==> config.mk <==
export PLATFORM = sky130hd
export DESIGN_NAME = dynamic_bus_sizer_flat
export DESIGN_NICKNAME = d
export VERILOG_FILES = /design/src/rtl/dynamic_bus_sizer_if.sv /design/src/rtl/dynamic_bus_sizer.sv /design/src/flat_wrapper.sv
export SDC_FILE = /design/constraint.sdc
export NUM_CORES = 1
export LEC_CHECK = 0
export CORE_AREA = 3 3 132 70
export CTS_CLUSTER_DIAMETER = 120
export CTS_CLUSTER_SIZE = 40
export DETAILED_ROUTE_END_ITERATION = 8
export DIE_AREA = 0 0 135 73
export GPL_TIMING_DRIVEN = 0
export PLACE_DENSITY = 0.86
export SLEW_MARGIN = 20
export SYNTH_ARGS = -nofsm -noshare
export SYNTH_HDL_FRONTEND = slang
export SYNTH_SLANG_ARGS = --single-unit
==> constraint.sdc <==
create_clock -name BCLK -period 6.5 [get_ports BCLK]
set_input_delay 0.65 -clock BCLK [delete_from_list [all_inputs] [get_ports BCLK]]
set_output_delay 0.65 -clock BCLK [all_outputs]
set_load 0.02 [all_outputs]
==> src/rtl/dynamic_bus_sizer_if.sv <==
// Signal bundle shared by the CPU side, the bus sizer and the external bus.
//
// Handshake: nTS_CPU is a one-cycle request that is accepted only while the
// sizer is idle. A/SIZ/RnW are captured with it, and pulses that arrive while
// a transfer is in flight are dropped. Each bus sub-cycle opens with a
// one-cycle nTS. The slave terminates a sub-cycle on any later rising edge by
// presenting DSACK != 11 and/or nTEA low. DSACK = 11 with nTEA high means
// "not yet". Each CPU beat is closed by exactly one one-cycle pulse, either
// nTA (data) or nTEA_CPU (error/timeout).
interface dynamic_bus_sizer_if;
  logic        nTS_CPU;
  logic [1:0]  A;
  logic [1:0]  SIZ;
  logic        RnW;
  logic [31:0] CPU_WD;
  logic [31:0] CPU_RD;
  logic        nTA;
  logic        nTEA_CPU;
  logic        nTBI_CPU;
  logic        nTCI_CPU;
  logic        nTS;
  logic [1:0]  BUS_A;
  logic        BUS_RnW;
  logic [31:0] BUS_WD;
  logic [31:0] BUS_RD;
  logic [1:0]  DSACK;
  logic        nTEA;
  logic        nTBI;
  logic        nTCI;
  logic [2:0]  STATE_DBG;

  modport slave (
    input  nTS_CPU, A, SIZ, RnW, CPU_WD, BUS_RD, DSACK, nTEA, nTBI, nTCI,
    output CPU_RD, nTA, nTEA_CPU, nTBI_CPU, nTCI_CPU, nTS, BUS_A, BUS_RnW,
           BUS_WD, STATE_DBG
  );

  modport master (
    output nTS_CPU, A, SIZ, RnW, CPU_WD, BUS_RD, DSACK, nTEA, nTBI, nTCI,
    input  CPU_RD, nTA, nTEA_CPU, nTBI_CPU, nTCI_CPU, nTS, BUS_A, BUS_RnW,
           BUS_WD, STATE_DBG
  );
endinterface

==> src/rtl/dynamic_bus_sizer.sv <==
// Dynamic bus sizer. It splits a CPU byte/word/long/line transfer into
// sub-cycles sized by the DSACK port-width answer. Read bytes are assembled
// into CPU_RD and write bytes are steered onto the upper lanes. 32-bit ports
// get line bursts. Bus errors and a wait timeout abort the whole transfer.
module dynamic_bus_sizer #(
  parameter int TIMEOUT  = 64,
  parameter bit BURST_EN = 1'b1
) (
  input logic                BCLK,
  input logic                RESET,
  dynamic_bus_sizer_if.slave bus
);

  typedef enum logic [2:0] {
    S_IDLE  = 3'd0,
    S_START = 3'd1,
    S_WAIT  = 3'd2,
    S_ACK   = 3'd3,
    S_ABORT = 3'd4
  } state_t;

  state_t      r_state,  w_state_nxt;
  logic [1:0]  r_a_cur,  w_a_cur_nxt;
  logic [2:0]  r_remain, w_remain_nxt;
  logic [1:0]  r_beat,   w_beat_nxt;
  logic        r_rnw,    w_rnw_nxt;
  logic        r_line,   w_line_nxt;
  logic        r_burst,  w_burst_nxt;
  logic        r_tbi,    w_tbi_nxt;
  logic        r_tci,    w_tci_nxt;
  logic [10:0] r_cnt,    w_cnt_nxt;
  logic [31:0] r_rd,     w_rd_nxt;

  logic [2:0]  w_width;
  logic [2:0]  w_off;
  logic [2:0]  w_avail;
  logic [2:0]  w_moved;
  logic [31:0] w_rd_merge;
  logic [7:0]  w_wd_b0;
  logic [7:0]  w_wd_b1;
  logic [10:0] w_cnt_inc;

  // Port width from DSACK, and the bytes this ack moves from the current offset.
  always_comb begin
    w_width = 3'd4;
    w_off   = {1'b0, r_a_cur};
    case (bus.DSACK)
      2'b01: begin
        w_width = 3'd2;
        w_off   = {2'b00, r_a_cur[0]};
      end
      2'b10: begin
        w_width = 3'd1;
        w_off   = 3'd0;
      end
      default: ;
    endcase
    w_avail = w_width - w_off;
    w_moved = (r_remain < w_avail) ? r_remain : w_avail;
  end

  // Merge the moved bytes into their CPU lanes. The bus lane they come from
  // depends on the port width. Lanes outside the window keep their value.
  always_comb begin
    w_rd_merge = r_rd;
    for (int i = 0; i < 4; i++) begin
      if ((3'(i) >= {1'b0, r_a_cur}) && (3'(i) < ({1'b0, r_a_cur} + w_moved))) begin
        case (bus.DSACK)
          2'b00:   w_rd_merge[31-8*i -: 8] = bus.BUS_RD[31-8*i -: 8];
          2'b01:   w_rd_merge[31-8*i -: 8] = ((i % 2) == 0) ? bus.BUS_RD[31:24]
                                                             : bus.BUS_RD[23:16];
          default: w_rd_merge[31-8*i -: 8] = bus.BUS_RD[31:24];
        endcase
      end
    end
  end

  // Write steering: byte(A_CUR) and byte(A_CUR|1) go on the upper lanes.
  always_comb begin
    case (r_a_cur)
      2'b00:   w_wd_b0 = bus.CPU_WD[31:24];
      2'b01:   w_wd_b0 = bus.CPU_WD[23:16];
      2'b10:   w_wd_b0 = bus.CPU_WD[15:8];
      default: w_wd_b0 = bus.CPU_WD[7:0];
    endcase
    w_wd_b1 = r_a_cur[1] ? bus.CPU_WD[7:0] : bus.CPU_WD[23:16];
  end

  assign w_cnt_inc = r_cnt + 11'd1;

  // Next-state and datapath updates. The START cycle counts toward the wait
  // budget, so the abort pulse lands TIMEOUT cycles after nTS.
  always_comb begin
    w_state_nxt  = r_state;
    w_a_cur_nxt  = r_a_cur;
    w_remain_nxt = r_remain;
    w_beat_nxt   = r_beat;
    w_rnw_nxt    = r_rnw;
    w_line_nxt   = r_line;
    w_burst_nxt  = r_burst;
    w_tbi_nxt    = r_tbi;
    w_tci_nxt    = r_tci;
    w_cnt_nxt    = r_cnt;
    w_rd_nxt     = r_rd;
    case (r_state)
      S_IDLE: begin
        if (!bus.nTS_CPU) begin
          w_rnw_nxt   = bus.RnW;
          w_line_nxt  = (bus.SIZ == 2'b11);
          w_burst_nxt = 1'b0;
          w_beat_nxt  = 2'd0;
          w_tbi_nxt   = 1'b0;
          w_tci_nxt   = 1'b0;
          case (bus.SIZ)
            2'b01: begin
              w_remain_nxt = 3'd1;
              w_a_cur_nxt  = bus.A;
            end
            2'b10: begin
              w_remain_nxt = 3'd2;
              w_a_cur_nxt  = {bus.A[1], 1'b0};
            end
            default: begin
              w_remain_nxt = 3'd4;
              w_a_cur_nxt  = 2'b00;
            end
          endcase
          w_state_nxt = S_START;
        end
      end
      S_START: begin
        w_cnt_nxt   = 11'd0;
        w_state_nxt = S_WAIT;
      end
      S_WAIT: begin
        if (!bus.nTEA) begin
          w_state_nxt = S_ABORT;
        end else if (bus.DSACK != 2'b11) begin
          w_a_cur_nxt  = r_a_cur + w_moved[1:0];
          w_remain_nxt = r_remain - w_moved;
          w_tbi_nxt    = r_tbi | ~bus.nTBI;
          w_tci_nxt    = r_tci | ~bus.nTCI;
          if (r_rnw) begin
            w_rd_nxt = w_rd_merge;
          end
          // The first ack of a line decides whether it bursts.
          if (r_line && (r_beat == 2'd0) && (r_remain == 3'd4) && (r_a_cur == 2'b00)) begin
            w_burst_nxt = BURST_EN && (bus.DSACK == 2'b00);
          end
          w_state_nxt = ((r_remain - w_moved) != 3'd0) ? S_START : S_ACK;
        end else if ((w_cnt_inc + 11'd1) >= 11'(TIMEOUT)) begin
          w_state_nxt = S_ABORT;
        end else begin
          w_cnt_nxt = w_cnt_inc;
        end
      end
      S_ACK: begin
        if (r_burst && (r_beat != 2'd3)) begin
          w_beat_nxt   = r_beat + 2'd1;
          w_remain_nxt = 3'd4;
          w_a_cur_nxt  = 2'b00;
          w_tbi_nxt    = 1'b0;
          w_tci_nxt    = 1'b0;
          w_state_nxt  = S_START;
        end else begin
          w_state_nxt = S_IDLE;
        end
      end
      S_ABORT: w_state_nxt = S_IDLE;
      default: w_state_nxt = S_IDLE;
    endcase
  end

  // State and datapath registers with synchronous reset.
  always_ff @(posedge BCLK) begin
    if (RESET) begin
      r_state  <= S_IDLE;
      r_a_cur  <= 2'b00;
      r_remain <= 3'd0;
      r_beat   <= 2'd0;
      r_rnw    <= 1'b1;
      r_line   <= 1'b0;
      r_burst  <= 1'b0;
      r_tbi    <= 1'b0;
      r_tci    <= 1'b0;
      r_cnt    <= 11'd0;
      r_rd     <= 32'hFFFF_FFFF;
    end else begin
      r_state  <= w_state_nxt;
      r_a_cur  <= w_a_cur_nxt;
      r_remain <= w_remain_nxt;
      r_beat   <= w_beat_nxt;
      r_rnw    <= w_rnw_nxt;
      r_line   <= w_line_nxt;
      r_burst  <= w_burst_nxt;
      r_tbi    <= w_tbi_nxt;
      r_tci    <= w_tci_nxt;
      r_cnt    <= w_cnt_nxt;
      r_rd     <= w_rd_nxt;
    end
  end

  assign bus.nTS       = (r_state != S_START);
  assign bus.nTA       = (r_state != S_ACK);
  assign bus.nTEA_CPU  = (r_state != S_ABORT);
  assign bus.nTBI_CPU  = !((r_state == S_ACK) && (r_tbi || (r_line && !r_burst)));
  assign bus.nTCI_CPU  = !((r_state == S_ACK) && r_tci);
  assign bus.BUS_A     = r_a_cur;
  assign bus.BUS_RnW   = (r_state == S_IDLE) ? 1'b1 : r_rnw;
  assign bus.BUS_WD    = {w_wd_b0, w_wd_b1, bus.CPU_WD[15:0]};
  assign bus.CPU_RD    = r_rd;
  assign bus.STATE_DBG = r_state;

endmodule

==> src/flat_wrapper.sv <==
// flat-port wrapper written by rule: the top's interface ports become plain ports
module dynamic_bus_sizer_flat 
#(
  parameter int TIMEOUT  = 64,
  parameter bit BURST_EN = 1'b1
)
  (BCLK, RESET, bus_nTS_CPU, bus_A, bus_SIZ, bus_RnW, bus_CPU_WD, bus_BUS_RD, bus_DSACK, bus_nTEA, bus_nTBI, bus_nTCI, bus_CPU_RD, bus_nTA, bus_nTEA_CPU, bus_nTBI_CPU, bus_nTCI_CPU, bus_nTS, bus_BUS_A, bus_BUS_RnW, bus_BUS_WD, bus_STATE_DBG);
  dynamic_bus_sizer_if bus_i ();
  input logic BCLK;
  input logic RESET;
  input wire logic [$bits(bus_i.nTS_CPU)-1:0] bus_nTS_CPU;
  input wire logic [$bits(bus_i.A)-1:0] bus_A;
  input wire logic [$bits(bus_i.SIZ)-1:0] bus_SIZ;
  input wire logic [$bits(bus_i.RnW)-1:0] bus_RnW;
  input wire logic [$bits(bus_i.CPU_WD)-1:0] bus_CPU_WD;
  input wire logic [$bits(bus_i.BUS_RD)-1:0] bus_BUS_RD;
  input wire logic [$bits(bus_i.DSACK)-1:0] bus_DSACK;
  input wire logic [$bits(bus_i.nTEA)-1:0] bus_nTEA;
  input wire logic [$bits(bus_i.nTBI)-1:0] bus_nTBI;
  input wire logic [$bits(bus_i.nTCI)-1:0] bus_nTCI;
  output wire logic [$bits(bus_i.CPU_RD)-1:0] bus_CPU_RD;
  output wire logic [$bits(bus_i.nTA)-1:0] bus_nTA;
  output wire logic [$bits(bus_i.nTEA_CPU)-1:0] bus_nTEA_CPU;
  output wire logic [$bits(bus_i.nTBI_CPU)-1:0] bus_nTBI_CPU;
  output wire logic [$bits(bus_i.nTCI_CPU)-1:0] bus_nTCI_CPU;
  output wire logic [$bits(bus_i.nTS)-1:0] bus_nTS;
  output wire logic [$bits(bus_i.BUS_A)-1:0] bus_BUS_A;
  output wire logic [$bits(bus_i.BUS_RnW)-1:0] bus_BUS_RnW;
  output wire logic [$bits(bus_i.BUS_WD)-1:0] bus_BUS_WD;
  output wire logic [$bits(bus_i.STATE_DBG)-1:0] bus_STATE_DBG;
  assign bus_i.nTS_CPU = bus_nTS_CPU;
  assign bus_i.A = bus_A;
  assign bus_i.SIZ = bus_SIZ;
  assign bus_i.RnW = bus_RnW;
  assign bus_i.CPU_WD = bus_CPU_WD;
  assign bus_i.BUS_RD = bus_BUS_RD;
  assign bus_i.DSACK = bus_DSACK;
  assign bus_i.nTEA = bus_nTEA;
  assign bus_i.nTBI = bus_nTBI;
  assign bus_i.nTCI = bus_nTCI;
  assign bus_CPU_RD = bus_i.CPU_RD;
  assign bus_nTA = bus_i.nTA;
  assign bus_nTEA_CPU = bus_i.nTEA_CPU;
  assign bus_nTBI_CPU = bus_i.nTBI_CPU;
  assign bus_nTCI_CPU = bus_i.nTCI_CPU;
  assign bus_nTS = bus_i.nTS;
  assign bus_BUS_A = bus_i.BUS_A;
  assign bus_BUS_RnW = bus_i.BUS_RnW;
  assign bus_BUS_WD = bus_i.BUS_WD;
  assign bus_STATE_DBG = bus_i.STATE_DBG;
  dynamic_bus_sizer #(.TIMEOUT(TIMEOUT), .BURST_EN(BURST_EN)) u_core (.BCLK(BCLK), .RESET(RESET), .bus(bus_i));
endmodule
# --- Yosys cells after proc, flatten, opt, wreduce, memory -nomap -nowiden ---
# Cells that the tools add are included.
op_classes:
  add_sub_neg: 7
  magnitude_cmp: 9
  eq_ne: 24
  mux: 47
  bitwise_logic: 5
  reduce_logical: 34
op_table:
  columns: ["operator", "count"]
  rows:
  - ["two-way mux 11 bit", 3]
  - ["AND reduction 5 bit", 6]
  - ["two-way mux 3 bit", 9]
  - ["two-way mux 8 bit", 3]
  - ["case mux 8 bit (3 select lines)", 1]
  - ["adder 11 x 1 -> 11 bit (second input constant)", 2]
  - ["case mux 11 bit (2 select lines)", 1]
  - ["case mux 8 bit (2 select lines)", 1]
  - ["two-way mux 2 bit", 7]
  - ["!= test 2 bit (second input constant)", 6]
  - ["case mux 2 bit (2 select lines)", 3]
  - ["case mux 3 bit (2 select lines)", 2]
  - ["case mux 3 bit (4 select lines)", 1]
  - [">= comparator 11 x 7 -> 1 bit (second input constant)", 1]
  - ["two-way mux 1 bit", 11]
  - ["logical AND 1 bit", 10]
  - ["case mux 3 bit (3 select lines)", 1]
  - ["== test 2 bit (second input constant)", 4]
  - ["== test 2 x 1 -> 1 bit (second input constant)", 3]
  - ["== test 3 x 2 -> 1 bit (second input constant)", 2]
  - ["zero test 2 bit", 3]
  - ["less-than comparator 1 x 3 -> 1 bit (first input constant)", 2]
  - ["less-than comparator 2 x 3 -> 1 bit (first input constant)", 2]
  - ["!= test 2 x 1 -> 1 bit (second input constant)", 3]
  - ["28 further kinds", 39]
word_totals:
  reg_bits: 58
  in_bits: 77
  output_inout_bits: 75
  elab_cells: 140

# --- Longest topological paths before layout ---
# Gate-level depths: netlist (run 1).
depth:
  word_depth: 11
  depth_mapped: 20

# --- Worst setup path after synthesis (run 1) ---
# No wires, ideal clock.
synth_path:
  kind: "register to register"
  from: "register u_core.r_a_cur[1], in the netlist u_core.bus.BUS_A[1]"
  to: "register u_core.r_rd[23], in the netlist u_core.bus.CPU_RD[23]"
  setup_ns: 0.120
  t_arrival_ns: 4.301
  required_time_ns: 6.380
  slack_ns: 2.079
  path_stages_with_launch: 17
  path_cell_list: "dfxtp_1 > clkbuf_1 > clkbuf_1 > mux2i_1 > ha_1 > nor2_1 > xnor2_1 > ha_1 > o21bai_1 > mux2_2 > fa_1 > xor2_1 > nor2_1 > or3_1 > clkbuf_1 > buf_2 > a211o_1"
synth_via:
  elab_chain_len: 8
synth_rtl:
  columns: ["item", "line", "rtl"]
  rows:
  - ["start, declared", "dynamic_bus_sizer.sv:23", "logic [1:0] r_a_cur, w_a_cur_nxt;"]
  - ["start signal, assigned", "dynamic_bus_sizer.sv:190", "r_a_cur <= w_a_cur_nxt;"]
  - ["case mux 2 bit (2 select lines)", "dynamic_bus_sizer.sv:47", "case (bus.DSACK)"]
  - ["subtractor 3 x 2 -> 3 bit", "dynamic_bus_sizer.sv:58", "w_avail = w_width - w_off;"]
  - ["less-than comparator 3 bit", "dynamic_bus_sizer.sv:59", "w_moved = (r_remain < w_avail) ? r_remain : w_avail;"]
  - ["two-way mux 3 bit", "dynamic_bus_sizer.sv:59", null]
  - ["adder 2 x 3 -> 3 bit", "dynamic_bus_sizer.sv:67", "if ((3'(i) >= {1'b0, r_a_cur}) && (3'(i) < ({1'b0, r_a_cur} + w_moved))) begin"]
  - ["less-than comparator 1 x 3 -> 1 bit", "dynamic_bus_sizer.sv:67", null]
  - ["logical AND 1 bit (*)", "dynamic_bus_sizer.sv:67", null]
  - ["AND reduction 5 bit (no source line) (*)", null, null]
  - ["end signal, assigned", "dynamic_bus_sizer.sv:199", "r_rd <= w_rd_nxt;"]
  - ["end, declared", "dynamic_bus_sizer.sv:32", "logic [31:0] r_rd, w_rd_nxt;"]
# Mark *: on every way between the ends. The rest lies on a longest branch, timed or not.
# A chain may end at the register's enable or synchronous reset.

# --- Worst setup path in the final report (run 1) ---
layout_path:
  from: "register u_core.r_a_cur[1], in the netlist u_core.bus.BUS_A[1]"
  to: "register u_core.r_rd[30], in the netlist u_core.bus.CPU_RD[30]"
# The elaborated chain is that of the path after synthesis.

==> results.md, run 1 <==
- Placed Area: between 5000 and 6000 um^2
- Rows: 23
- Tot GR Track Use: 25.2%
- Clk_lat worst skew: 0.34 ns
- Hold Vio Cnt, Final: 0
- Grt ovf: 0
- Fillers: between 600 and 700
- Minimum clock period: around 5.3 ns
- Min-delay worst type: reg2reg
- Dpl hpwl: between 9 and 10 mm
- CP arrival: roughly 5.5 ns
- Post-synthesis cell count: 469
- Fin cells: approximately 750
- Hold_ws: 0.462 ns
- N_diodes: 0
- Max Clk Rate: about 190 MHz
- CTS tree: done
- Largest net degree at the start of global routing: 11
- Asr flop ratio synth: 0%
- Post-route DRC violation count: 0
- Worst Path Buf+Inv: 3
- # port buffers: 150
- CP required: 6.72 ns
- Share of cells above drive strength 1: 8.82%
- Clock-pin transition on the worst setup and hold timing paths: 0.05 ns
- Vias/cell: 5.53
- Pwr Density: 208 nW/um^2
- Initial antenna violation count: 0
- Routed wire length: 12.3 mm
- Top post-synthesis cells by area: dfxtp_1 (30%), a211o_1 (7.9%), ha_1 (6.4%), mux2i_1 (5.1%), nor2_1 (5.0%)
- Global-route wire length before repair: 19.9 mm
- H-tree Lvls: 3
- Core area: 8030 um^2
- Vias: roughly 4100
- Synth cell types: between 50 and 60
- Worst-Margin Slew: a little under 1 ns
- R2R depth: 16
- Die Width: 135 um
- Worst r2r src: u_core.bus.BUS_A[1]
- Crit path largest cell delay: 0.69 ns
- Syn Area/Cell: 8.30 um^2
- Largest area contributor in the netlist: dfxtp_1
- Final core occ: between 70% and 80%
- Num CTS Buffers: 9
- Outcome: complete, no violations
- Post-Place Cells: 731
- Cell area after layout: a little under 6000 um^2
- Cell with the most instances after synthesis: dfxtp_1
- CP Launch Type: register
- Slowest-stage cell, CP: clkbuf_1
- Final period util: 80.9%
- Critical path fanouts, max: 10
- Crit path depth: 16
- Synthesized area: 3890 um^2
- Top post-synthesis cells by count: dfxtp_1 (58), nor2_1 (52), a211o_1 (35), nand2_1 (30), clkbuf_1 (23)
- Postcts setup bufs: 0
- Layout area overhead: 49.2%
- Root Buffer: clkbuf_16
- Crit-path cells: clkbuf_1 -> clkbuf_1 -> mux2i_1 -> ha_1 -> nor2_1 -> xnor2_1 -> ha_1 -> o21bai_1 -> mux2_2 -> fa_1 -> xor2_1 -> o31ai_1 -> nor2_1 -> buf_2 -> nor2b_1 -> a211o_1
- Setup crit start: u_core.bus.BUS_A[1]
- Clock skew: about 0.0071 ns
- Fin Setup TNS: 0 ns
- R2R Setup Slk: 1.24 ns
- Delay-heaviest family, CP: buffers and inverters
- Drt initial violations: between 150 and 200
- Die ar.: between 9000 and 10000 um^2
- Die Height: 73 um
- Clock Sinks: just under 60
- Resized cells post-CTS: 0
- Top Ports: 152
- Synthesis Warnings: 0
- First-pass DRT Iterations: 5
- Yosys reg bits: 58
- Vias in the first global route: 4039
- Cts hold-fix bufs: 0
- CP Class: reg2reg
- Leakage: 2.12 nW
- Syn nets: 568
- Routability cong.: 0.921
- VDD IR-drop max: between 0.0001 and 0.00015 V
- Post-DRT Antenna Nets: 0
- CP Capture Type: register
- Slew Viols, Final: 0
- Relative slew slack: 35.1%
- Yosys top cell area share: about 30%
- Layout Nets: between 700 and 800
- RSZ-0062 raised after global routing: false
- Initial Utilization: 48.5%
- Clk buf depth: 2
- R2R Path End: u_core.bus.CPU_RD[30]
- Endpoints failing setup: 0
- Per-cell routed wire length: approximately 17 um
- Maxcap violations: 0
- Number of synthesized flops with an enable pin: 0
- Post-synthesis sequential area ratio: 29.8%
- Worst Setup EP: u_core.bus.CPU_RD[30]
- Synth Flop Type: dfxtp_1
where the power goes:
| part | leakage, nW | internal, mW | total [mW] | switching [mW] |
|---|---|---|---|---|
| sequential | 0.471 | 0.368 | 0.383 | 0.0149 |
| clock | 0.131 | 0.266 | 0.438 | 0.172 |
| combinational | 1.52 | 0.190 | 0.386 | 0.196 |
metal layers:
metal | vias up | global-route usage (%) | routed length, um
li1 | 1988 | - | -
met1 | 1917 | 30.7 | 5140
met2 | 202 | 43.2 | 5730
met3 | 21 | 8.13 | 1280
met4 | 0 | 7.71 | 189
met5 | - | 0 | 0
registers in the layout (all words and copies together) (netlist names):
register / cells
u_core.r_tbi: 1
u_core.bus.CPU_RD: 32
u_core.r_beat: 2
u_core.r_rnw: 1
u_core.r_burst: 1
u_core.r_remain: 3
u_core.r_tci: 1
u_core.bus.BUS_A: 2
u_core.bus.STATE_DBG: 3
u_core.r_cnt: 11
u_core.r_line: 1
placed cells by master (no fill, tap or decap), types with 3 or more instances in the layout:
| cell type | instances |
|---|---|
| a21oi_1 | 21 |
| nand4_1 | 5 |
| a211o_1 | 35 |
| clkinv_2 | 3 |
| nand3b_1 | 3 |
| nand3_1 | 8 |
| clkdlybuf4s50_1 | 150 |
| nor3b_1 | 3 |
| a221oi_1 | 8 |
| dfxtp_1 | 58 |
| xnor2_1 | 6 |
| buf_4 | 16 |
| o21ai_1 | 5 |
| o21ai_0 | 16 |
| mux2i_1 | 20 |
| or4b_1 | 3 |
| and2_1 | 10 |
| nor2_1 | 52 |
| inv_1 | 19 |
| clkbuf_16 | 9 |
| mux2_2 | 10 |
| o211ai_1 | 4 |
| nor4_1 | 5 |
| buf_2 | 4 |
| nand4b_1 | 4 |
| o21bai_1 | 3 |
| o21a_1 | 5 |
| nand2b_1 | 7 |
| clkbuf_1 | 24 |
| nor3_1 | 14 |
| nand2_1 | 30 |
| nor2b_1 | 16 |
| ha_1 | 20 |
metrics by stage:
step / total power [mW] / worst slack (ns)
2_1_floorplan: 0.609 / 2.08
3_3_place_gp: 0.763 / 1.25
3_5_place_dp: 0.772 / 1.18
4_1_cts: 1.21 / 1.21
5_1_grt: 1.26 / 0.872
6_report: 1.21 / 1.24
how the worst min path moves through the flow:
| stage | start | to | cells past startpoint |
|---|---|---|---|
| 6_report | u_core.bus.CPU_RD[10] | u_core.bus.CPU_RD[10] | 1 |
| 5_1_grt | u_core.bus.CPU_RD[3] | u_core.bus.CPU_RD[3] | 1 |
| 4_1_cts | u_core.bus.CPU_RD[10] | u_core.bus.CPU_RD[10] | 1 |
| 3_5_place_dp | u_core.bus.CPU_RD[11] | u_core.bus.CPU_RD[11] | 1 |
| 3_3_place_gp | u_core.bus.CPU_RD[12] | u_core.bus.CPU_RD[12] | 1 |
| 2_1_floorplan | u_core.r_tci | u_core.r_tci | 1 |
kinds of logic (layout without fill, tap and decap cells):
| logic type | after synthesis | after routing | share of synthesized area, % |
|---|---|---|---|
| AO/OA/AOI/OAI | 112 | 112 | 21.2 |
| XOR/XNOR | 8 | 8 | 1.80 |
| adder cells (fa/ha/maj) | 22 | 22 | 7.46 |
| buffers and inverters | 65 | 231 | 8.14 |
| flip-flops | 58 | 58 | 29.8 |
| multiplexers | 30 | 30 | 8.04 |
| AND/OR/NAND/NOR | 174 | 174 | 23.5 |
layout make-up:
class / instances / area, um^2 / share of cell area (%)
buffer: 46 / 245 / 4.22
clock buffer: 11 / 243 / 4.18
clock inverter: 5 / 30.0 / 0.517
inverter: 19 / 71.3 / 1.23
multi-input combinational: 346 / 2410 / 41.6
sequential: 58 / 1160 / 20.0
tap: 112 / 140 / 2.41
timing repair buffer: 150 / 1500 / 25.9
Power figures use the tool's default switching activity.
==> inputs of run 2 (changes only) <==
CORE_AREA = 3 3 136 72   (was 3 3 132 70)
DIE_AREA = 0 0 139 75   (was 0 0 135 73)
PLACE_DENSITY = 0.81   (was 0.86)
clock period = 5.43 ns   (was 6.5 ns; I/O delays follow)
==> run 2 against run 1 <==
  * Via count rose by 0.61%
  * Register-to-register slack got worse by 0.73 ns
  * Clock skew rose by 0.0012 ns
  * Combinational power rose by 20%
  * Core utilization fell by 4.5 points
  * First-iteration DRC count rose by 13%
  * Design area rose by 0.95%
  * Non-clock buffer count did not move
  * Maximum frequency rose by 6.8%
  * Worst setup slack got worse by 0.73 ns
  * Final cell count rose by 0.67%
  * Count of clock-buffer cells in the layout fell by 1
==> results.md, run 2 (synthesized netlist as in run 1, its figures left out) <==
- Outcome: complete, no violations (unchanged)
- CP Capture Type: register (unchanged)
- CP required: 5.65 ns (was 6.72 ns)
- Layout area overhead: 50.6% (was 49.2%)
- Tot GR Track Use: 23.6% (was 25.2%)
- Slew Viols, Final: 0 (unchanged)
- Setup crit start: u_core.bus.BUS_A[1] (unchanged)
- Post-Place Cells: 736 (was 731)
- Pre-CTS WS: 0.166 ns (was 1.18 ns)
- Pwr Density: 263 nW/um^2 (was 208 nW/um^2)
- Vias: 4153 (was 4128)
- Root Buffer: clkbuf_16 (unchanged)
- Per-cell routed wire length: 16.8 um (was 16.5 um)
- Core area: 8650 um^2 (was 8030 um^2)
- VDD IR-drop max: 0.000126 V (was 0.000127 V)
- Max Clk Rate: 203 MHz (was 190 MHz)
- Cell area after layout: 5860 um^2 (was 5810 um^2)
- Vias/cell: 5.52 (was 5.53)
- RSZ-0062 raised after global routing: false (unchanged)
- Min-delay worst type: reg2reg (unchanged)
- Routability cong.: 0.904 (was 0.921)
- Commonest non-fill, non-tap cell in the layout: clkdlybuf4s50_1 (unchanged)
- Die Width: 139 um (was 135 um)
- Die ar.: 10400 um^2 (was 9860 um^2)
- Rows: 24 (was 23)
- Hold Vio Cnt, Final: 0 (unchanged)
- Final core occ: 67.8% (was 72.3%)
- Num CTS Buffers: 9 (unchanged)
- Clk_lat worst skew: 0.33 ns (was 0.34 ns)
- Clock-pin transition on the worst setup and hold timing paths: 0.06 ns (was 0.05 ns)
- Maxcap violations: 0 (unchanged)
- Hold_ws: 0.461 ns (was 0.462 ns)
- Drt initial violations: 222 (was 196)
- Critical path fanouts, max: 10 (unchanged)
- Clock Sinks: 58 (unchanged)
- Initial Utilization: 45.0% (was 48.5%)
- CP Launch Type: register (unchanged)
- CTS tree: done (unchanged)
- # port buffers: 150 (unchanged)
- HP Start: u_core.bus.CPU_RD[2] (was u_core.bus.CPU_RD[10])
- Relative slew slack: 37.2% (was 35.1%)
- Final period util: 90.7% (was 80.9%)
- CP Class: reg2reg (unchanged)
- Share of cells above drive strength 1: 8.98% (was 8.82%)
- Largest net degree at the start of global routing: 12 (was 11)
- Final Power: 1.54 mW (was 1.21 mW)
- Leakage: 2.15 nW (was 2.12 nW)
- Grt ovf: 0 (unchanged)
- Worst-Margin Slew: 0.940 ns (was 0.971 ns)
- Worst r2r src: u_core.bus.BUS_A[1] (unchanged)
- Vias in the first global route: 3929 (was 4039)
- H-tree Lvls: 3 (unchanged)
- Minimum clock period: 4.92 ns (was 5.26 ns)
- Post-DRT Antenna Nets: 0 (unchanged)
- Post-route DRC violation count: 0 (unchanged)
- Placed Area: 5540 um^2 (was 5530 um^2)
- N_diodes: 0 (unchanged)
- CP arrival: 5.15 ns (was 5.49 ns)
- Most frequent cells in the layout: clkdlybuf4s50_1 (150), dfxtp_1 (58), nor2_1 (52) (unchanged)
- Clock skew: 0.00827 ns (was 0.00708 ns)
- Routed wire length: 12.6 mm (was 12.3 mm)
- Global-route wire length before repair: 19.6 mm (was 19.9 mm)
- Die Height: 75 um (was 73 um)
- Dpl hpwl: 9.60 mm (was 9.34 mm)
- Number of flip-flops in the largest register: 32 (unchanged)
- First-pass DRT Iterations: 5 (unchanged)
- Clk buf depth: 2 (unchanged)
- Cts hold-fix bufs: 0 (unchanged)
- Layout Nets: 729 (unchanged)
- Initial antenna violation count: 0 (unchanged)
- Final worst setup slack: 0.506 ns (was 1.24 ns)
- Fin Setup TNS: 0 ns (unchanged)
- Fin cells: 752 (was 747)
- Top Ports: 152 (unchanged)
- Endpoints failing setup: 0 (unchanged)
==> run 2: layout make-up <==
type / instances / area (um^2)
fillers: 698 / 2790
multi-input cells: 346 / 2410
repair buffers: 150 / 1500
flip-flops and latches: 58 / 1160
plain buffers: 46 / 246
clock buffers: 10 / 229
well taps: 117 / 146
clock inverters: 6 / 91.3
inverters: 19 / 71.3
==> run 2: routing by layer <==
| metal | GRT usage, % | wire length, um | vias up |
|---|---|---|---|
| met5 | 0 | 0 | - |
| met4 | 6.07 | 155 | 0 |
| met3 | 6.28 | 1170 | 16 |
| met2 | 42.7 | 5980 | 204 |
| met1 | 28.8 | 5330 | 1941 |
| li1 | - | - | 1992 |
==> run 2: worst paths after layout <==
kind	depth (start not counted)	slack (ns)	endpoint
setup / recovery	16	0.51	u_core.bus.CPU_RD[30]
hold / removal	1	0.46	u_core.bus.CPU_RD[2]
setup reg to reg	16	0.51	u_core.bus.CPU_RD[30]
hold reg to reg	1	0.46	u_core.bus.CPU_RD[2]
==> run 2: what timing repair did <==
item                                    in CTS  in global routing
gates resized for setup                      0                  2
endpoints found under the setup margin       0                 20
buffers inserted                             0                  0
==> run 2: worst max-delay path, cell delays in order (launching register included) <==
cell and delay, ns:
dfxtp_1 0.42, clkbuf_1 0.53, clkbuf_2 0.47, mux2i_1 0.13
ha_1 0.22, nor2_1 0.13, xnor2_1 0.18, ha_1 0.30
o21bai_1 0.17, mux2_2 0.39, fa_1 0.40, xor2_1 0.28
o31ai_1 0.11, nor2_1 0.43, buf_2 0.32, nor2b_1 0.07
a211o_1 0.26
==> run 2: where the power goes <==
group	switching (mW)	total, mW	leakage, nW	internal, mW
Clock	0.215	0.618	0.157	0.403
Combinational	0.236	0.463	1.52	0.227
Sequential	0.0173	0.458	0.471	0.441
Total	0.468	1.54	2.15	1.07
==> inputs of run 3 (changes only) <==
PLACE_DENSITY = unset   (was 0.81)
PLACE_DENSITY_LB_ADDON = 0.3   (was unset)
RECOVER_POWER = 50   (was unset)
TNS_END_PERCENT = 50   (was unset)
==> run 3 against run 2 <==
  * Sequential share of layout area up 0.16 points
  * Register-to-register slack improved by 0.08 ns
  * Worst setup slack got worse by 0.040 ns
  * Via count decreased by 3.6%
  * Flip-flop and latch count is the same
  * Core utilization is 0.55 points lower
  * Hold slack worse by 0.0081 ns
  * Critical path type is now in2reg
  * First-iteration DRC count up 2.7%
  * Maximum frequency shrank 0.81%
==> results.md, run 3 (synthesized netlist as in run 1, its figures left out) <==
- Maxcap violations: 0 (unchanged)
- Min-delay worst type: reg2reg (unchanged)
- Pre-CTS WS: 0.206 ns (was 0.166 ns)
- Routability cong.: 0.862 (was 0.904)
- P_sw: 0.450 mW (was 0.468 mW)
- Routed wire length: 12.2 mm (was 12.6 mm)
- Dpl hpwl: 9.39 mm (was 9.60 mm)
- N_diodes: 0 (unchanged)
- CP arrival: 5.19 ns (was 5.15 ns)
- Commonest non-fill, non-tap cell in the layout: clkdlybuf4s50_1 (unchanged)
- Hold Path End: u_core.bus.CPU_RD[12] (was u_core.bus.CPU_RD[2])
- Delay-heaviest family, CP: buffers and inverters (unchanged)
- CP required: 5.65 ns (about the same)
- Tot GR Track Use: 23.4% (was 23.6%)
- Hold_ws: 0.453 ns (was 0.461 ns)
- Clock-pin transition on the worst setup and hold timing paths: 0.05 ns (was 0.06 ns)
- Grt ovf: 0 (unchanged)
- Global-route wire length before repair: 19.5 mm (was 19.6 mm)
- Post-DRT Antenna Nets: 0 (unchanged)
- Layout area overhead: 49.4% (was 50.6%)
- Outcome: complete, no violations (unchanged)
- First-pass DRT Iterations: 4 (was 5)
- Top Ports: 152 (unchanged)
- Core area: 8650 um^2 (unchanged)
- RSZ-0062 raised after global routing: false (unchanged)
- Critical path fanouts, max: 10 (unchanged)
- CP Capture Type: register (unchanged)
- Final period util: 91.4% (was 90.7%)
- Clk_lat worst skew: 0.33 ns (about the same)
- Slowest-stage cell, CP: dlygate4sd3_1 (was clkbuf_1)
- Max Clk Rate: 201 MHz (was 203 MHz)
- Fin Setup TNS: 0 ns (unchanged)
- Final worst setup slack: 0.465 ns (was 0.506 ns)
- Num CTS Buffers: 9 (unchanged)
- Clock Power Share: 36.4% (was 40.2%)
- Per-cell routed wire length: 16.2 um (was 16.8 um)
- Die Width: 139 um (unchanged)
- Layout Nets: 729 (unchanged)
- Vias in the first global route: 3898 (was 3929)
- Leakage: 2.04 nW (was 2.15 nW)
- CTS tree: done (unchanged)
- Clock Sinks: 58 (unchanged)
- CP Class: in2reg (was reg2reg)
- Worst Path Buf+Inv: 3 (unchanged)
- Final core occ: 67.2% (was 67.8%)
- Share of cells above drive strength 1: 8.98% (unchanged)
- Vias/cell: 5.32 (was 5.52)
- Combinational Power Share: 31.5% (was 30.1%)
- Final Power: 1.43 mW (was 1.54 mW)
- Hold Vio Cnt, Final: 0 (unchanged)
- Worst-Margin Slew: 0.949 ns (was 0.940 ns)
- Most used cell along the critical path: ha_1
- # port buffers: 150 (unchanged)
- Post-route DRC violation count: 0 (unchanged)
- HP Start: u_core.bus.CPU_RD[12] (was u_core.bus.CPU_RD[2])
- Clock skew: 0.00530 ns (was 0.00827 ns)
- Die Height: 75 um (unchanged)
- Slew Viols, Final: 0 (unchanged)
- Pwr Density: 246 nW/um^2 (was 263 nW/um^2)
- R2R Setup Slk: 0.59 ns (was 0.51 ns)
- Net Sw Frac: 31.5% (was 30.4%)
- Largest net degree at the start of global routing: 11 (was 12)
- Root Buffer: clkbuf_16 (unchanged)
- H-tree Lvls: 3 (unchanged)
- Most frequent cells in the layout: clkdlybuf4s50_1 (91), dlygate4sd3_1 (59), dfxtp_1 (58) (was clkdlybuf4s50_1 (150), dfxtp_1 (58), nor2_1 (52))
- Hold path cells: 1 (unchanged)
- Rows: 24 (unchanged)
- Vias: 4004 (was 4153)
- Drt initial violations: 228 (was 222)
- R2R Path End: u_core.bus.CPU_RD[29] (was u_core.bus.CPU_RD[30])
- Initial antenna violation count: 0 (unchanged)
- VDD IR-drop max: 0.000198 V (was 0.000126 V)
- Crit-path cells: dlygate4sd3_1 -> ha_1 -> clkbuf_1 -> mux2i_1 -> ha_1 -> nor2_1 -> xnor2_1 -> ha_1 -> o21bai_1 -> mux2_2 -> fa_1 -> xor2_1 -> o31ai_1 -> nor2_1 -> buf_2 -> nor2b_1 -> a211o_1 (was clkbuf_1 -> clkbuf_2 -> mux2i_1 -> ha_1 -> nor2_1 -> xnor2_1 -> ha_1 -> o21bai_1 -> mux2_2 -> fa_1 -> xor2_1 -> o31ai_1 -> nor2_1 -> buf_2 -> nor2b_1 -> a211o_1)
- Minimum clock period: 4.96 ns (was 4.92 ns)
- Endpoints failing setup: 0 (unchanged)
- Setup crit start: bus_DSACK[0] (was u_core.bus.BUS_A[1])
- CP Launch Type: input port (was register)
- Relative slew slack: 36.6% (was 37.2%)
- Initial Utilization: 45.0% (unchanged)
- Sequential share of power: 32.0% (was 29.8%)
- Number of flip-flops in the largest register: 32 (unchanged)
- Crit path largest cell delay: 0.61 ns (was 0.53 ns)
- Die ar.: 10400 um^2 (unchanged)
- Worst r2r src: u_core.bus.BUS_A[1] (unchanged)
- R2R depth: 16 (unchanged)
- Clk buf depth: 2 (unchanged)
- P_int: 0.978 mW (was 1.07 mW)
## run 3: cell types whose count changed in the layout (fill, tap and decap cells not counted)
cell,delta
clkdlybuf4s50_1,-59
dlygate4sd3_1,+59
clkinv_4,-3
bufinv_16,-2
clkinv_2,+2
clkinvlp_4,+2
clkbuf_8,+1
## run 3: power by group through the flow
stage / Sequential (mW) / Combinational (mW) / Clock, mW
3_5_place_dp: 0.466 / 0.453 / 0
6_report: 0.458 / 0.450 / 0.520
3_3_place_gp: 0.466 / 0.447 / 0
4_1_cts: 0.457 / 0.456 / 0.524
5_1_grt: 0.460 / 0.494 / 0.542
2_1_floorplan: 0.472 / 0.258 / 0
## run 3: final cells by class
class | instances | area (um^2)
clock inverters | 5 | 30.0
repair buffers | 150 | 1500
plain buffers | 46 | 246
flip-flops and latches | 58 | 1160
well taps | 117 | 146
clock buffers | 11 | 243
multi-input cells | 346 | 2410
fillers | 703 | 2840
inverters | 19 | 71.3
## run 3: worst reg2reg max path, cell delays in order (launching register included)
cell	delay [ns]
dfxtp_1	0.41
clkbuf_1	0.50
clkbuf_2	0.43
mux2i_1	0.13
ha_1	0.22
nor2_1	0.12
xnor2_1	0.18
ha_1	0.30
o21bai_1	0.16
mux2_2	0.39
fa_1	0.41
xor2_1	0.30
o31ai_1	0.11
nor2_1	0.42
buf_2	0.32
nor2b_1	0.07
a211o_1	0.26
## run 3: per-layer routing
layer / track usage (%) / part of all wire [%] / vias to the layer above
met5: 0 / 0 / -
met4: 8.03 / 1.7 / 0
met3: 7.11 / 7.0 / 20
met2: 39.3 / 48 / 128
met1: 29.3 / 43 / 1854
li1: - / - / 2002
## run 3: through the flow
step,instances,area [um^2]
after floorplan,469,3890
after global placement,736,5540
after detailed placement,736,5540
after CTS,752,5810
after global routing,752,5810
final,752,5810
## run 3: how the worst max path moves through the flow
| stage | to | slack [ns] | depth (start not counted) |
|---|---|---|---|
| final | u_core.bus.CPU_RD[29] | 0.47 | 17 |
| after global routing | u_core.bus.CPU_RD[29] | 0.15 | 17 |
| after CTS | u_core.bus.CPU_RD[29] | 0.31 | 16 |
| after detailed placement | u_core.bus.CPU_RD[29] | 0.21 | 18 |
| after global placement | u_core.bus.CPU_RD[29] | 0.31 | 18 |
| after floorplan | u_core.bus.CPU_RD[23] | 1.01 | 16 |
## run 3: what timing repair did
item / 4_1_cts / 5_1_grt
setup buffers: 0 / 0
setup endpoints to repair: 0 / 1
resized for setup: 0 / 2
hold buffers: 0 / 0
endpoints found under the hold margin: 0 / 0
